==> src/rtl/arm_alu_pkg.sv <==
// Opcode encodings, FSM states and flag bit positions for the ARM ALU.
package arm_alu_pkg;

  localparam int unsigned OP_W    = 5;
  localparam int unsigned FLAGS_W = 4;

  localparam int unsigned FLAG_N = 3;
  localparam int unsigned FLAG_Z = 2;
  localparam int unsigned FLAG_C = 1;
  localparam int unsigned FLAG_V = 0;

  localparam logic [OP_W-1:0] OP_AND    = 5'h00;
  localparam logic [OP_W-1:0] OP_EOR    = 5'h01;
  localparam logic [OP_W-1:0] OP_SUB    = 5'h02;
  localparam logic [OP_W-1:0] OP_RSB    = 5'h03;
  localparam logic [OP_W-1:0] OP_ADD    = 5'h04;
  localparam logic [OP_W-1:0] OP_ADC    = 5'h05;
  localparam logic [OP_W-1:0] OP_SBC    = 5'h06;
  localparam logic [OP_W-1:0] OP_RSC    = 5'h07;
  localparam logic [OP_W-1:0] OP_TST    = 5'h08;
  localparam logic [OP_W-1:0] OP_TEQ    = 5'h09;
  localparam logic [OP_W-1:0] OP_CMP    = 5'h0A;
  localparam logic [OP_W-1:0] OP_CMN    = 5'h0B;
  localparam logic [OP_W-1:0] OP_ORR    = 5'h0C;
  localparam logic [OP_W-1:0] OP_BIC    = 5'h0E;
  localparam logic [OP_W-1:0] OP_MVN    = 5'h0F;
  localparam logic [OP_W-1:0] OP_BYPASS = 5'h10;
  localparam logic [OP_W-1:0] OP_INC    = 5'h11;
  localparam logic [OP_W-1:0] OP_MUL    = 5'h12;
  localparam logic [OP_W-1:0] OP_MLA    = 5'h13;

  typedef enum logic [1:0] {
    ST_IDLE = 2'd0,
    ST_DONE = 2'd1,
    ST_MUL  = 2'd2
  } state_t;

  // True for opcodes handled by the multi-cycle multiplier
  function automatic logic is_mul_op(input logic [OP_W-1:0] op);
    return (op == OP_MUL) || (op == OP_MLA);
  endfunction

endpackage

==> src/rtl/arm_mul_shiftadd.sv <==
// Sequential shift-add multiplier: one multiplier bit per cycle, WIDTH cycles total.
// The first bit is consumed on the start edge so busy drops after WIDTH edges.
module arm_mul_shiftadd #(
  parameter int unsigned WIDTH = 32
) (
  input  logic             clk,
  input  logic             reset,
  input  logic             start,
  input  logic [WIDTH-1:0] a,
  input  logic [WIDTH-1:0] b,
  output logic             busy,
  output logic [WIDTH-1:0] product
);

  localparam int unsigned CNT_W = $clog2(WIDTH + 1);

  logic [WIDTH-1:0] mcand;
  logic [WIDTH-1:0] mplier;
  logic [WIDTH-1:0] acc;
  logic [CNT_W-1:0] cnt;

  // Load on start (bit 0 folded in), then accumulate one shifted partial product per cycle
  always_ff @(posedge clk or posedge reset) begin
    if (reset) begin
      mcand  <= '0;
      mplier <= '0;
      acc    <= '0;
      cnt    <= '0;
      busy   <= 1'b0;
    end else if (start) begin
      acc    <= b[0] ? a : '0;
      mcand  <= a << 1;
      mplier <= b >> 1;
      cnt    <= CNT_W'(WIDTH - 1);
      busy   <= 1'b1;
    end else if (busy) begin
      if (mplier[0]) begin
        acc <= acc + mcand;
      end
      mcand  <= mcand << 1;
      mplier <= mplier >> 1;
      cnt    <= cnt - CNT_W'(1);
      if (cnt == CNT_W'(1)) begin
        busy <= 1'b0;
      end
    end
  end

  assign product = acc;

endmodule

==> src/rtl/arm_alu_seq.sv <==
// Registered ARM data-processing ALU with start/done handshake and multi-cycle MUL/MLA.
module arm_alu_seq
  import arm_alu_pkg::*;
#(
  parameter int unsigned WIDTH = 32
) (
  input  logic               clk,
  input  logic               reset,
  input  logic               start,
  input  logic [OP_W-1:0]    op,
  input  logic [WIDTH-1:0]   a,
  input  logic [WIDTH-1:0]   b,
  input  logic [WIDTH-1:0]   c,
  input  logic [FLAGS_W-1:0] flags_in,
  input  logic               s,
  output logic               ready,
  output logic               done,
  output logic               wr_en,
  output logic [WIDTH-1:0]   result,
  output logic [FLAGS_W-1:0] flags_out
);

  state_t state;

  // Values latched at accept for the multi-cycle path
  logic             mla_q;
  logic [WIDTH-1:0] c_q;
  logic [1:0]       cv_q;
  logic             s_q;

  logic [WIDTH-1:0] add_x;
  logic [WIDTH-1:0] add_y;
  logic             add_ci;
  logic [WIDTH:0]   sum_ext;
  logic [WIDTH-1:0] sum;
  logic             add_c;
  logic             add_v;

  logic [WIDTH-1:0]   alu_res;
  logic [FLAGS_W-1:0] alu_flags;
  logic               alu_arith;
  logic               alu_known;
  logic               alu_wr;

  logic             mul_start;
  logic             mul_busy;
  logic [WIDTH-1:0] mul_product;
  logic [WIDTH-1:0] mul_final;

  // Adder operand selection: subtracts use inverted operand, carry-in is 1 or C
  always_comb begin
    add_x  = '0;
    add_y  = '0;
    add_ci = 1'b0;
    case (op)
      OP_SUB, OP_CMP: begin add_x = a; add_y = ~b; add_ci = 1'b1; end
      OP_RSB:         begin add_x = b; add_y = ~a; add_ci = 1'b1; end
      OP_ADD, OP_CMN: begin add_x = a; add_y = b;  add_ci = 1'b0; end
      OP_ADC:         begin add_x = a; add_y = b;  add_ci = flags_in[FLAG_C]; end
      OP_SBC:         begin add_x = a; add_y = ~b; add_ci = flags_in[FLAG_C]; end
      OP_RSC:         begin add_x = b; add_y = ~a; add_ci = flags_in[FLAG_C]; end
      OP_INC:         begin add_x = a; add_y = '0; add_ci = 1'b1; end
      default:        begin add_x = '0; add_y = '0; add_ci = 1'b0; end
    endcase
  end

  assign sum_ext = {1'b0, add_x} + {1'b0, add_y} + (WIDTH + 1)'(add_ci);
  assign sum     = sum_ext[WIDTH-1:0];
  assign add_c   = sum_ext[WIDTH];
  assign add_v   = (add_x[WIDTH-1] == add_y[WIDTH-1]) && (sum[WIDTH-1] != add_x[WIDTH-1]);

  // Single-cycle result, flags and write-enable decode
  always_comb begin
    alu_res   = '0;
    alu_arith = 1'b0;
    alu_known = 1'b1;
    alu_wr    = 1'b1;
    case (op)
      OP_AND:    alu_res = a & b;
      OP_EOR:    alu_res = a ^ b;
      OP_TST:    begin alu_res = a & b; alu_wr = 1'b0; end
      OP_TEQ:    begin alu_res = a ^ b; alu_wr = 1'b0; end
      OP_ORR:    alu_res = a | b;
      OP_BIC:    alu_res = a & ~b;
      OP_MVN:    alu_res = ~b;
      OP_BYPASS: alu_res = b;
      OP_SUB, OP_RSB, OP_ADD, OP_ADC, OP_SBC, OP_RSC: begin
        alu_res   = sum;
        alu_arith = 1'b1;
      end
      OP_CMP, OP_CMN: begin
        alu_res   = sum;
        alu_arith = 1'b1;
        alu_wr    = 1'b0;
      end
      OP_INC:    alu_res = sum;
      default: begin
        alu_known = 1'b0;
        alu_wr    = 1'b0;
      end
    endcase
    alu_flags[FLAG_N] = alu_res[WIDTH-1];
    alu_flags[FLAG_Z] = (alu_res == '0);
    alu_flags[FLAG_C] = alu_arith ? add_c : flags_in[FLAG_C];
    alu_flags[FLAG_V] = alu_arith ? add_v : flags_in[FLAG_V];
  end

  assign mul_start = (state == ST_IDLE) && start && is_mul_op(op);
  assign mul_final = mul_product + (mla_q ? c_q : '0);

  arm_mul_shiftadd #(
    .WIDTH(WIDTH)
  ) u_mul (
    .clk     (clk),
    .reset   (reset),
    .start   (mul_start),
    .a       (a),
    .b       (b),
    .busy    (mul_busy),
    .product (mul_product)
  );

  // Control FSM with registered handshake, result and flags
  always_ff @(posedge clk or posedge reset) begin
    if (reset) begin
      state     <= ST_IDLE;
      ready     <= 1'b1;
      done      <= 1'b0;
      wr_en     <= 1'b0;
      result    <= '0;
      flags_out <= '0;
      mla_q     <= 1'b0;
      c_q       <= '0;
      cv_q      <= '0;
      s_q       <= 1'b0;
    end else begin
      case (state)
        ST_IDLE: begin
          done  <= 1'b0;
          wr_en <= 1'b0;
          if (start) begin
            ready <= 1'b0;
            mla_q <= (op == OP_MLA);
            c_q   <= c;
            cv_q  <= {flags_in[FLAG_C], flags_in[FLAG_V]};
            s_q   <= s;
            if (is_mul_op(op)) begin
              state <= ST_MUL;
            end else begin
              state <= ST_DONE;
              done  <= 1'b1;
              wr_en <= alu_wr;
              if (alu_wr) begin
                result <= alu_res;
              end
              if (s && alu_known) begin
                flags_out <= alu_flags;
              end
            end
          end
        end
        ST_MUL: begin
          if (!mul_busy) begin
            state  <= ST_DONE;
            done   <= 1'b1;
            wr_en  <= 1'b1;
            result <= mul_final;
            if (s_q) begin
              flags_out <= {mul_final[WIDTH-1], (mul_final == '0), cv_q};
            end
          end
        end
        ST_DONE: begin
          state <= ST_IDLE;
          done  <= 1'b0;
          wr_en <= 1'b0;
          ready <= 1'b1;
        end
        default: begin
          state <= ST_IDLE;
          done  <= 1'b0;
          wr_en <= 1'b0;
          ready <= 1'b1;
        end
      endcase
    end
  end

endmodule

==> config.mk <==
export PLATFORM = sky130hd
export DESIGN_NAME = arm_alu_seq
export DESIGN_NICKNAME = d
export VERILOG_FILES = /design/src/rtl/arm_alu_pkg.sv /design/src/rtl/arm_mul_shiftadd.sv /design/src/rtl/arm_alu_seq.sv
export SDC_FILE = /design/constraint.sdc
export NUM_CORES = 1
export LEC_CHECK = 0
export ABC_AREA = 1
export CELL_PAD_IN_SITES_DETAIL_PLACEMENT = 0
export CELL_PAD_IN_SITES_GLOBAL_PLACEMENT = 1
export CORE_MARGIN = 2
export CORE_UTILIZATION = 30
export CTS_BUF_LIST = sky130_fd_sc_hd__clkbuf_2 sky130_fd_sc_hd__clkbuf_4 sky130_fd_sc_hd__clkbuf_8
export CTS_CLUSTER_DIAMETER = 200
export DETAILED_ROUTE_END_ITERATION = 8
export PLACE_DENSITY_LB_ADDON = 0.2
export SETUP_SLACK_MARGIN = 0.4
export SYNTH_ARGS = -nofsm -noshare
export SYNTH_HDL_FRONTEND = slang
export SYNTH_SLANG_ARGS = --single-unit
==> constraint.sdc <==
create_clock -name clk -period 6.5 [get_ports clk]
set_input_delay 1.3 -clock clk [delete_from_list [all_inputs] [get_ports clk]]
set_output_delay 1.3 -clock clk [all_outputs]
set_load 0.03 [all_outputs]
==> results.py, run 1 <==
metrics = {
    "clock_tree": {
        "clk_pin_slew_ps": 110,
        "clock_latency_ps": 570,
        "clockRootBuffer": "clkbuf_8",
        "cts_setup_buffers": 0,
        "clock_sinks": 178,
        "cts-buffers-inserted": 17,
        "cts_max_level": 4,
        "cts_tree": "done",
        "clock_path_buffers": 2,
        "cts_hold_buffers": 0,
        "cts_resized": 0,
    },
    "logic_synthesis": {
        "synth_ff_type": "dfrtp_1",
        "synthXorXnorAreaFrac_pct": 0.963,
        "synth_top_family_by_area": "simple AND/OR/NAND/NOR gates",
        "synthMuxAreaShare_pct": 0,
        "netlist_instances": 2761,
        "yosys.area_share.simple_pct": 34.2,
        "ys_seq_area_share_pct": 25.8,
        "synth_cell_types": 47,
        "synth_edf_count": 0,
        "synth_nets": 3001,
        "synthArstFlopShare_pct": 100,
        "synth_warnings": 0,
        "synth_compound_area_share_pct": 19.0,
        "synth_area_um2": 17300,
        "synthAdderAreaFrac_pct": 9.66,
        "avgSynthCellArea_um2": 6.26,
        "synth-seq-cells": 178,
    },
    "drt": {
        "wirelength_um": 76600,
        "drc_errors": 0,
        "dr.pass1.iters": 6,
        "wl_per_cell_um": 21.2,
        "initialDrtViolationCount": 2007,
        "drtAntennaViolNets": 0,
        "via_count": 19300,
        "vias_per_cell": 5.34,
    },
    "timing": {
        "min_period_over_period_pct": 82.1,
        "min_period_ps": 5340,
        "rsz0062_at_grt": "false",
        "setup_violations": 0,
        "clock_skew_ps": 20.4,
        "slew_violations": 0,
        "fmax_mhz": 187,
        "slew_headroom_pct": 25.5,
        "setup_tns_ps": 0,
        "hold_violations": 0,
        "worstMarginPinSlew_ps": 1120,
    },
    "cells_and_area": {
        "final_common_cell": "nand2_1",
        "syn2layout_area_growth_pct": 15.2,
        "fillers": 6284,
        "drive_gt1_share_pct": 3.47,
        "nets": 3083,
        "fin_area_um2": 19900,
        "final_cell_mix": "nand2_1, inv_1, nand3_1",
    },
    "power": {
        "p_leak_nw": 9.97,
        "ir_drop_mv": 0.167,
        "power_density_nw_per_um2": 333,
    },
    "worst_setup_path": {
        "crit_required_ps": 7020,
        "worstSetupPathType": "input pin to register",
        "r2r-end": "flags_out[2]",
        "max_stage_delay_ps": 620,
        "crit_path_start_kind": "input pin",
        "worstSetupStartpoint": "op[4]",
        "rrSetupSlack_ps": 3140,
        "arrival_ps": 5850,
        "cp_slowest_cell": "clkdlybuf4s50_1",
        "path_max_fanout": 8,
        "cpLargestDelayFamily": "simple AND/OR/NAND/NOR gates",
        "crit_cells": 29,
        "cp-end-kind": "register",
        "reg2reg_from": "mla_q",
        "rr_worst_depth": 20,
        "critPathCapture": "flags_out[2]",
        "path_buf_inv": 4,
        "cpMostUsedCell": "nand2_1",
    },
    "grt": {
        "grt_pass1_vias": 17900,
        "antenna_found_initial": 2,
        "grt_pass1_wl_um": 114000,
        "gr-total-overflow": 0,
        "grt_start_max_net_pins": 153,
        "grt_use_total_pct": 25.5,
    },
    "placement": {
        "io_buffer_count": 145,
        "post_dp_cell_area_um2": 19500,
        "post-dp-hpwl_um": 60300,
        "place.gp.congestion": 0.965,
    },
    "die": {
        "io-pin-count": 148,
        "dieHeight_um": 244,
        "core_um2": 56700,
        "fp.dieW_um": 244,
        "num_rows": 87,
        "dieArea_um2": 59500,
        "start_util_pct": 30.5,
    },
    "run_status": {
        "status": "finished clean",
    },
    "worst_hold_path": {
        "hp-class": "register to register",
    },
    "flow_run": {
        "drv_cap": 0,
    },
}
-- registers in the layout, summed over array words and instances (netlist names) --
register / flops
u_mul.product: 32
done: 1
cv_q: 2
s_q: 1
mla_q: 1
u_mul.mplier: 31
u_mul.mcand: 31
u_mul.cnt: 6
result: 32
c_q: 32
state: 2
wr_en: 1
u_mul.busy: 1
ready: 1
flags_out: 4
-- cell type report --
cell class	count	area (um^2)	share of cell area (%)
repair buffers	177	1720	8.62
clock inverters	14	171	0.861
diodes	2	5.00	0.0251
well taps	756	946	4.75
inverters	347	1310	6.59
clock buffers	18	241	1.21
multi-input cells	2122	11100	55.5
flip-flops and latches	178	4460	22.4
-- layer usage --
| layer | part of all wire [%] | vias up | global-route usage, % | routed length, um |
|---|---|---|---|---|
| li1 | - | 9390 | - | - |
| met1 | 47 | 9200 | 36.3 | 35900 |
| met2 | 45 | 642 | 40.2 | 34200 |
| met3 | 5.6 | 81 | 2.99 | 4290 |
| met4 | 3.0 | 0 | 8.18 | 2270 |
| met5 | 0 | - | 0 | 0 |
-- power by group --
part	internal, mW	leakage [nW]	switching, mW
clock network	0.359	0.202	0.511
logic	1.30	7.54	2.54
registers	1.50	2.22	0.423
total	3.16	9.97	3.48
-- synthesized netlist by cell type, drive strengths merged, types with 2 or more instances --
| library cell | instances | area share (%) |
|---|---|---|
| fa | 4 | 0.46 |
| o211ai | 57 | 2.5 |
| nand2 | 765 | 17 |
| a211oi | 6 | 0.26 |
| o22ai | 38 | 1.4 |
| o221ai | 32 | 1.6 |
| nor2 | 257 | 5.6 |
| clkinv | 2 | 0.043 |
| or2 | 14 | 0.51 |
| nor4 | 5 | 0.18 |
| ha | 127 | 9.2 |
| o21bai | 8 | 0.35 |
| a21oi | 182 | 5.3 |
| a221oi | 2 | 0.10 |
| o22a | 5 | 0.25 |
| o21ai | 170 | 4.9 |
| a31oi | 42 | 1.5 |
| o21a | 4 | 0.17 |
| xnor2 | 11 | 0.56 |
| buf | 41 | 1.2 |
| nand4 | 28 | 1.0 |
| and2 | 3 | 0.11 |
| a21o | 8 | 0.35 |
| nand3b | 14 | 0.61 |
| nor3 | 35 | 1.0 |
| xor2 | 8 | 0.41 |
| inv | 345 | 7.5 |
| nand3 | 290 | 8.5 |
| o311ai | 2 | 0.10 |
| clkbuf | 73 | 1.6 |
| dfrtp | 177 | 26 |
| o31ai | 2 | 0.087 |
-- cell families (layout without fill, tap and decap cells) --
logic type,count (synthesis),after routing
compound gates,561,561
xor+xnor,19,19
fa+ha+maj,131,131
buf+inv,461,556
flops,178,178
other cells,0,2
simple gates,1411,1411
-- per-stage QoR --
stage / worst slack [ps] / hold WS, ps / cells / power, mW / utilization (%)
3_3_place_gp: 620 / 463 / 3580 / 5.71 / 34.4
6_report: 1160 / 490 / 3614 / 6.63 / 35.1
2_1_floorplan: 2070 / 448 / 2761 / 4.34 / -
4_1_cts: 1240 / 494 / 3612 / 6.64 / 35.1
5_1_grt: 856 / 520 / 3614 / 7.16 / 35.1
3_5_place_dp: 631 / 465 / 3580 / 5.74 / 34.4
-- worst register-to-register path, cell delays in order, from the launching register on --
cell     delay (ps)
dfrtp_1         370
buf_4           230
nand2_1         110
inv_1            40
ha_1            270
fa_1            470
nand2_1          90
nand3_1          80
nand3_1          80
nand2_1         100
nand2_1         100
nand3_1         180
xnor2_1         480
nand2_1         120
nor2_1          140
nand2_1          70
nor2_1           90
nand4_1         100
nand2_1          90
nand2_1          50
nand2_1          50
-- how the worst min path moves through the flow --
stage | from | end | slack (ps) | cells past startpoint
floorplan | s_q | s_q | 450 | 2
global placement | s_q | s_q | 460 | 2
detailed placement | cv_q[0] | cv_q[0] | 470 | 2
CTS | c_q[6] | c_q[6] | 490 | 2
global route | c_q[3] | c_q[3] | 520 | 2
finish | c_q[12] | c_q[12] | 490 | 2
Power figures use the tool's default switching activity.
==> inputs of run 2 (changes only) <==
- clock period: 6.5 -> 5 ns (I/O delays scaled with it)
==> run 2 against run 1 <==
  * Routed wire length increased by 2.8%
  * Critical path depth decreased by 3
  * Sequential power increased by 30%
  * Critical path type unchanged
  * Die area unchanged
  * Via count increased by 4.0%
  * Clock-buffer cell count decreased by 1
  * Total power increased by 33%
  * Global-route usage increased by 0.77 points
==> results.py, run 2 (synthesis results as in run 1) <==
metrics = {
    "worst_setup_path": {
        "crit_required_ps": 5530,
        "crit_path_start_kind": "input pin",
        "rr_worst_depth": 19,
        "cp-end-kind": "register",
        "path_max_fanout": 14,
        "critPathCapture": "flags_out[2]",
        "r2r-end": "flags_out[2]",
        "arrival_ps": 4730,
        "reg2reg_from": "mla_q",
        "worstSetupPathType": "input pin to register",
        "worstSetupStartpoint": "op[1]",
        "rrSetupSlack_ps": 1410,
    },
    "timing": {
        "clock_skew_ps": 35.1,
        "hold_ws_ps": 491,
        "worstMarginPinSlew_ps": 952,
        "slew_headroom_pct": 36.1,
        "min_period_ps": 4200,
        "hold_violations": 0,
        "fmax_mhz": 238,
        "min_period_over_period_pct": 83.9,
        "setup_ws_ps": 804,
        "slew_violations": 0,
        "rsz0062_at_grt": "false",
        "setup_violations": 0,
        "setup_tns_ps": 0,
    },
    "drt": {
        "initialDrtViolationCount": 1865,
        "dr.pass1.iters": 5,
        "wirelength_um": 78800,
        "wl_per_cell_um": 20.9,
        "via_count": 20100,
        "vias_per_cell": 5.32,
        "drc_errors": 0,
        "drtAntennaViolNets": 0,
    },
    "placement": {
        "post_dp_cell_area_um2": 20700,
        "pre_cts_ws_ps": -319,
        "post-dp-hpwl_um": 62600,
        "place.gp.congestion": 0.922,
        "io_buffer_count": 145,
    },
    "cells_and_area": {
        "nets": 3244,
        "fillers": 6186,
        "drive_gt1_share_pct": 8.92,
        "fin_area_um2": 21200,
        "final_cell_mix": "nand2_1, inv_1, nand3_1",
        "final_common_cell": "nand2_1",
        "syn2layout_area_growth_pct": 22.9,
        "seq_area_um2": 4460,
        "multi_input_area_um2": 11100,
    },
    "clock_tree": {
        "clock_sinks": 178,
        "cts_tree": "done",
        "clk_pin_slew_ps": 130,
        "clock_latency_ps": 600,
        "clockRootBuffer": "clkbuf_8",
        "cts_max_level": 4,
        "clock_path_buffers": 2,
        "cts_setup_buffers": 0,
        "cts-buffers-inserted": 17,
    },
    "grt": {
        "gr-total-overflow": 0,
        "grt_start_max_net_pins": 85,
        "grt_pass1_wl_um": 118000,
        "antenna_found_initial": 5,
        "grt_pass1_vias": 19000,
        "grt_use_total_pct": 26.3,
    },
    "worst_hold_path": {
        "hold_path.startpoint": "c_q[7]",
        "hp-class": "register to register",
    },
    "run_status": {
        "status": "finished clean",
    },
    "die": {
        "core_um2": 56700,
        "io-pin-count": 148,
        "dieHeight_um": 244,
        "fp.dieW_um": 244,
        "dieArea_um2": 59500,
        "start_util_pct": 30.5,
        "num_rows": 87,
    },
    "power": {
        "p_leak_nw": 10.9,
        "ir_drop_mv": 0.175,
        "power_density_nw_per_um2": 414,
    },
    "flow_run": {
        "drv_cap": 0,
    },
}
run 2: stage by stage:
step                power, mW  instances  utilization (%)
floorplan                5.64       2761                -
global placement         7.52       3741             36.5
detailed placement       7.56       3741             36.5
CTS                      8.78       3773             37.4
global route             9.50       3775             37.4
finish                   8.79       3775             37.4
run 2: report_power, final:
group	switching, mW	total, mW	internal [mW]	leakage, nW
sequential	0.553	2.50	1.95	2.22
clock	0.764	1.18	0.416	0.227
combinational	3.33	5.11	1.78	8.42
total	4.64	8.79	4.15	10.9
run 2: cell type report:
type	instances	area share (%)
sequential	178	21.0
tap	756	4.45
multi-input combinational	2122	52.2
clock inverter	15	1.07
inverter	347	6.18
clock buffer	17	1.10
timing repair buffer	338	14.0
antenna	2	0.0236
run 2: worst min path at each step:
stage	endpoint	cells after the start	slack, ps
4_1_cts	c_q[7]	2	500
3_5_place_dp	c_q[7]	2	470
5_1_grt	c_q[9]	2	520
6_report	c_q[7]	2	490
3_3_place_gp	s_q	2	460
2_1_floorplan	s_q	2	450
run 2: critical path: stages:
cell and delay (ps):
dlymetal6s2s_1 240, inv_2 100, nor2_4 90, nand2_1 70, buf_4 130, nor2_1 70
inv_1 50, buf_4 200, buf_4 240, o221ai_1 250, ha_1 310, buf_4 150
nand2_1 80, nand3_1 150, buf_4 170, a21oi_2 260, nand4_1 130, nand3_1 150
nand2_1 200, nor2_1 150, nand3_1 70, nor2_1 140, nand3_1 100, nand2_1 80
nand2_1 50, nand2_1 60
run 2: what timing repair did:
item | 4_1_cts | 5_1_grt
endpoints found under the hold margin | 0 | 0
resized for setup | 3 | 15
gates cloned | 0 | 0
pin swaps | 0 | 1
setup endpoints to repair | 1 | 10
hold buffers | 0 | 0
run 2: layer usage:
metal	GRT usage, %	wire (um)
met5	0	0
met1	36.8	36400
met4	8.32	2180
met3	3.23	4750
met2	42.1	35500
==> inputs of run 3 (changes only) <==
- clock period: 5 -> 3.89 ns (I/O delays scaled with it)
==> run 3 against run 2 <==
  * Setup slack lost 570 ps
  * Sequential power up 29%
  * Global-route usage rose by 1.9 points
  * Combinational power up 37%
==> results.py, run 3 (synthesis results as in run 1) <==
metrics = {
    "placement": {
        "io_buffer_count": 145,
        "post-dp-hpwl_um": 68300,
        "place.gp.congestion": 0.986,
        "post_dp_cell_area_um2": 22000,
        "pre_cts_ws_ps": -1120,
    },
    "power": {
        "p_sw_mw": 6.15,
        "power_density_nw_per_um2": 490,
        "switching_share_pct": 52.6,
        "pwr-share-seq_pct": 27.6,
        "comb_power_share_pct": 60.0,
        "cell_internal_pwr_mw": 5.54,
        "ir_drop_mv": 0.207,
        "power_mw": 11.7,
        "p_leak_nw": 12.1,
        "clock_power_share_pct": 12.3,
    },
    "grt": {
        "grt_pass1_vias": 19700,
        "grt_start_max_net_pins": 200,
        "grt_pass1_wl_um": 126000,
        "antenna_found_initial": 1,
        "gr-total-overflow": 0,
        "grt_use_total_pct": 28.2,
    },
    "cells_and_area": {
        "final_common_cell": "nand2_1",
        "final_cell_mix": "nand2_1, inv_1, buf_4",
        "drive_gt1_share_pct": 20.3,
        "syn2layout_area_growth_pct": 38.0,
        "fillers": 6010,
        "fin_area_um2": 23800,
        "utilization_pct": 42.0,
        "nets": 3419,
    },
    "worst_setup_path": {
        "crit_path_start_kind": "input pin",
        "worstSetupPathType": "input pin to register",
        "arrival_ps": 4170,
        "crit_required_ps": 4400,
        "reg2reg_from": "mla_q",
        "rr_worst_depth": 19,
        "cp-end-kind": "register",
        "rrSetupSlack_ps": 400,
        "r2r-end": "flags_out[2]",
        "path_max_fanout": 6,
    },
    "clock_tree": {
        "clockRootBuffer": "clkbuf_8",
        "cts-buffers-inserted": 17,
        "clock_latency_ps": 580,
        "clk_pin_slew_ps": 120,
        "cts_tree": "done",
        "cts_max_level": 4,
        "clock_path_buffers": 2,
        "clock_sinks": 178,
    },
    "timing": {
        "min_period_over_period_pct": 94.0,
        "setup_ws_ps": 234,
        "min_period_ps": 3660,
        "setup_violations": 0,
        "slew_violations": 0,
        "rsz0062_at_grt": "true",
        "clock_skew_ps": 38.3,
        "hold_ws_ps": 494,
        "hold_violations": 0,
        "fmax_mhz": 274,
        "worstMarginPinSlew_ps": 836,
        "slew_headroom_pct": 44.3,
    },
    "die": {
        "num_rows": 87,
        "dieHeight_um": 244,
        "core_um2": 56700,
        "fp.dieW_um": 244,
        "io-pin-count": 148,
        "start_util_pct": 30.5,
        "dieArea_um2": 59500,
    },
    "drt": {
        "wl_per_cell_um": 21.4,
        "via_count": 20700,
        "drc_errors": 0,
        "vias_per_cell": 5.24,
        "initialDrtViolationCount": 1793,
        "dr.pass1.iters": 7,
        "drtAntennaViolNets": 0,
        "wirelength_um": 84600,
    },
    "worst_hold_path": {
        "whs_endpoint": "c_q[10]",
        "hp-class": "register to register",
        "hold_path.startpoint": "c_q[10]",
        "holdPathStages": 2,
    },
    "flow_run": {
        "drv_cap": 0,
    },
    "run_status": {
        "status": "finished clean",
    },
}
## run 3: cell count changes in the layout (fill, tap and decap cells not counted), moves of 16 or more
cell / before / now
buf_6: 0 / 23
nand2_1: 761 / 693
buf_12: 4 / 22
buf_4: 189 / 321
nand3_1: 287 / 265
nand3_2: 2 / 22
o21ai_0: 163 / 147
nor2_2: 6 / 34
nand2_2: 4 / 57
nor2_1: 249 / 209
a21oi_1: 181 / 162
## run 3: layout make-up
type	count	area (um^2)	area share, %
Inverter	347	1330	5.58
Tap cell	756	946	3.97
Sequential cell	178	4460	18.7
Timing Repair Buffer	513	4630	19.4
Antenna cell	1	2.50	0.0105
Multi-Input combinational cell	2122	12000	50.5
Clock buffer	17	234	0.982
Clock inverter	15	194	0.814
## run 3: repair_timing
action,CTS,global route
setup endpoints to repair,32,26
gates cloned,3,0
hold buffers,0,0
setup buffers,24,14
resized for setup,176,135
pin swaps,58,64
## run 3: per-layer routing
metal	global-route usage (%)	part of all wire (%)	vias to the layer above
met2	44.9	45	645
met1	40.0	47	9883
met4	8.32	2.9	0
li1	-	-	10100
met5	0	0	-
met3	3.07	5.3	79
## run 3: metrics by stage
step	instances	setup TNS (ps)
after global placement	3875	-20120
after floorplan	2761	0
after CTS	3934	0
final	3949	0
after global routing	3949	0
after detailed placement	3875	-20700
## run 3: worst max-delay path by stage
stage	to	slack, ps	depth (start not counted)	from
2_1_floorplan	flags_out[2]	320	29	op[3]
3_3_place_gp	flags_out[2]	-1150	26	op[2]
5_1_grt	flags_out[2]	90	26	op[4]
3_5_place_dp	flags_out[2]	-1120	26	op[2]
4_1_cts	flags_out[2]	220	31	op[1]
6_report	flags_out[2]	230	26	op[4]
## run 3: worst max-delay path, cell delays in order
cell	delay (ps)
buf_6	100
buf_12	130
inv_12	60
nand2_4	50
nor2_4	110
nand2_2	70
o21ai_2	80
nor2_4	100
o22a_1	220
fa_2	440
fa_2	440
inv_2	80
nand3_2	80
nand2_4	120
nand2_4	60
a21oi_2	130
nor2_2	60
nor2_2	190
nand4_1	160
nor2_1	150
nand3_1	150
nor2_1	140
nand3_1	100
nand2_1	70
nand2_1	50
nand2_1	60
## run 3: power by group through the flow
stage / Sequential (mW) / Clock (mW) / Combinational, mW
after CTS: 3.24 / 1.48 / 6.85
final: 3.23 / 1.44 / 7.01
after detailed placement: 3.27 / 0 / 6.70
after global placement: 3.26 / 0 / 6.69
after global routing: 3.30 / 1.54 / 7.75
after floorplan: 3.22 / 0 / 4.03
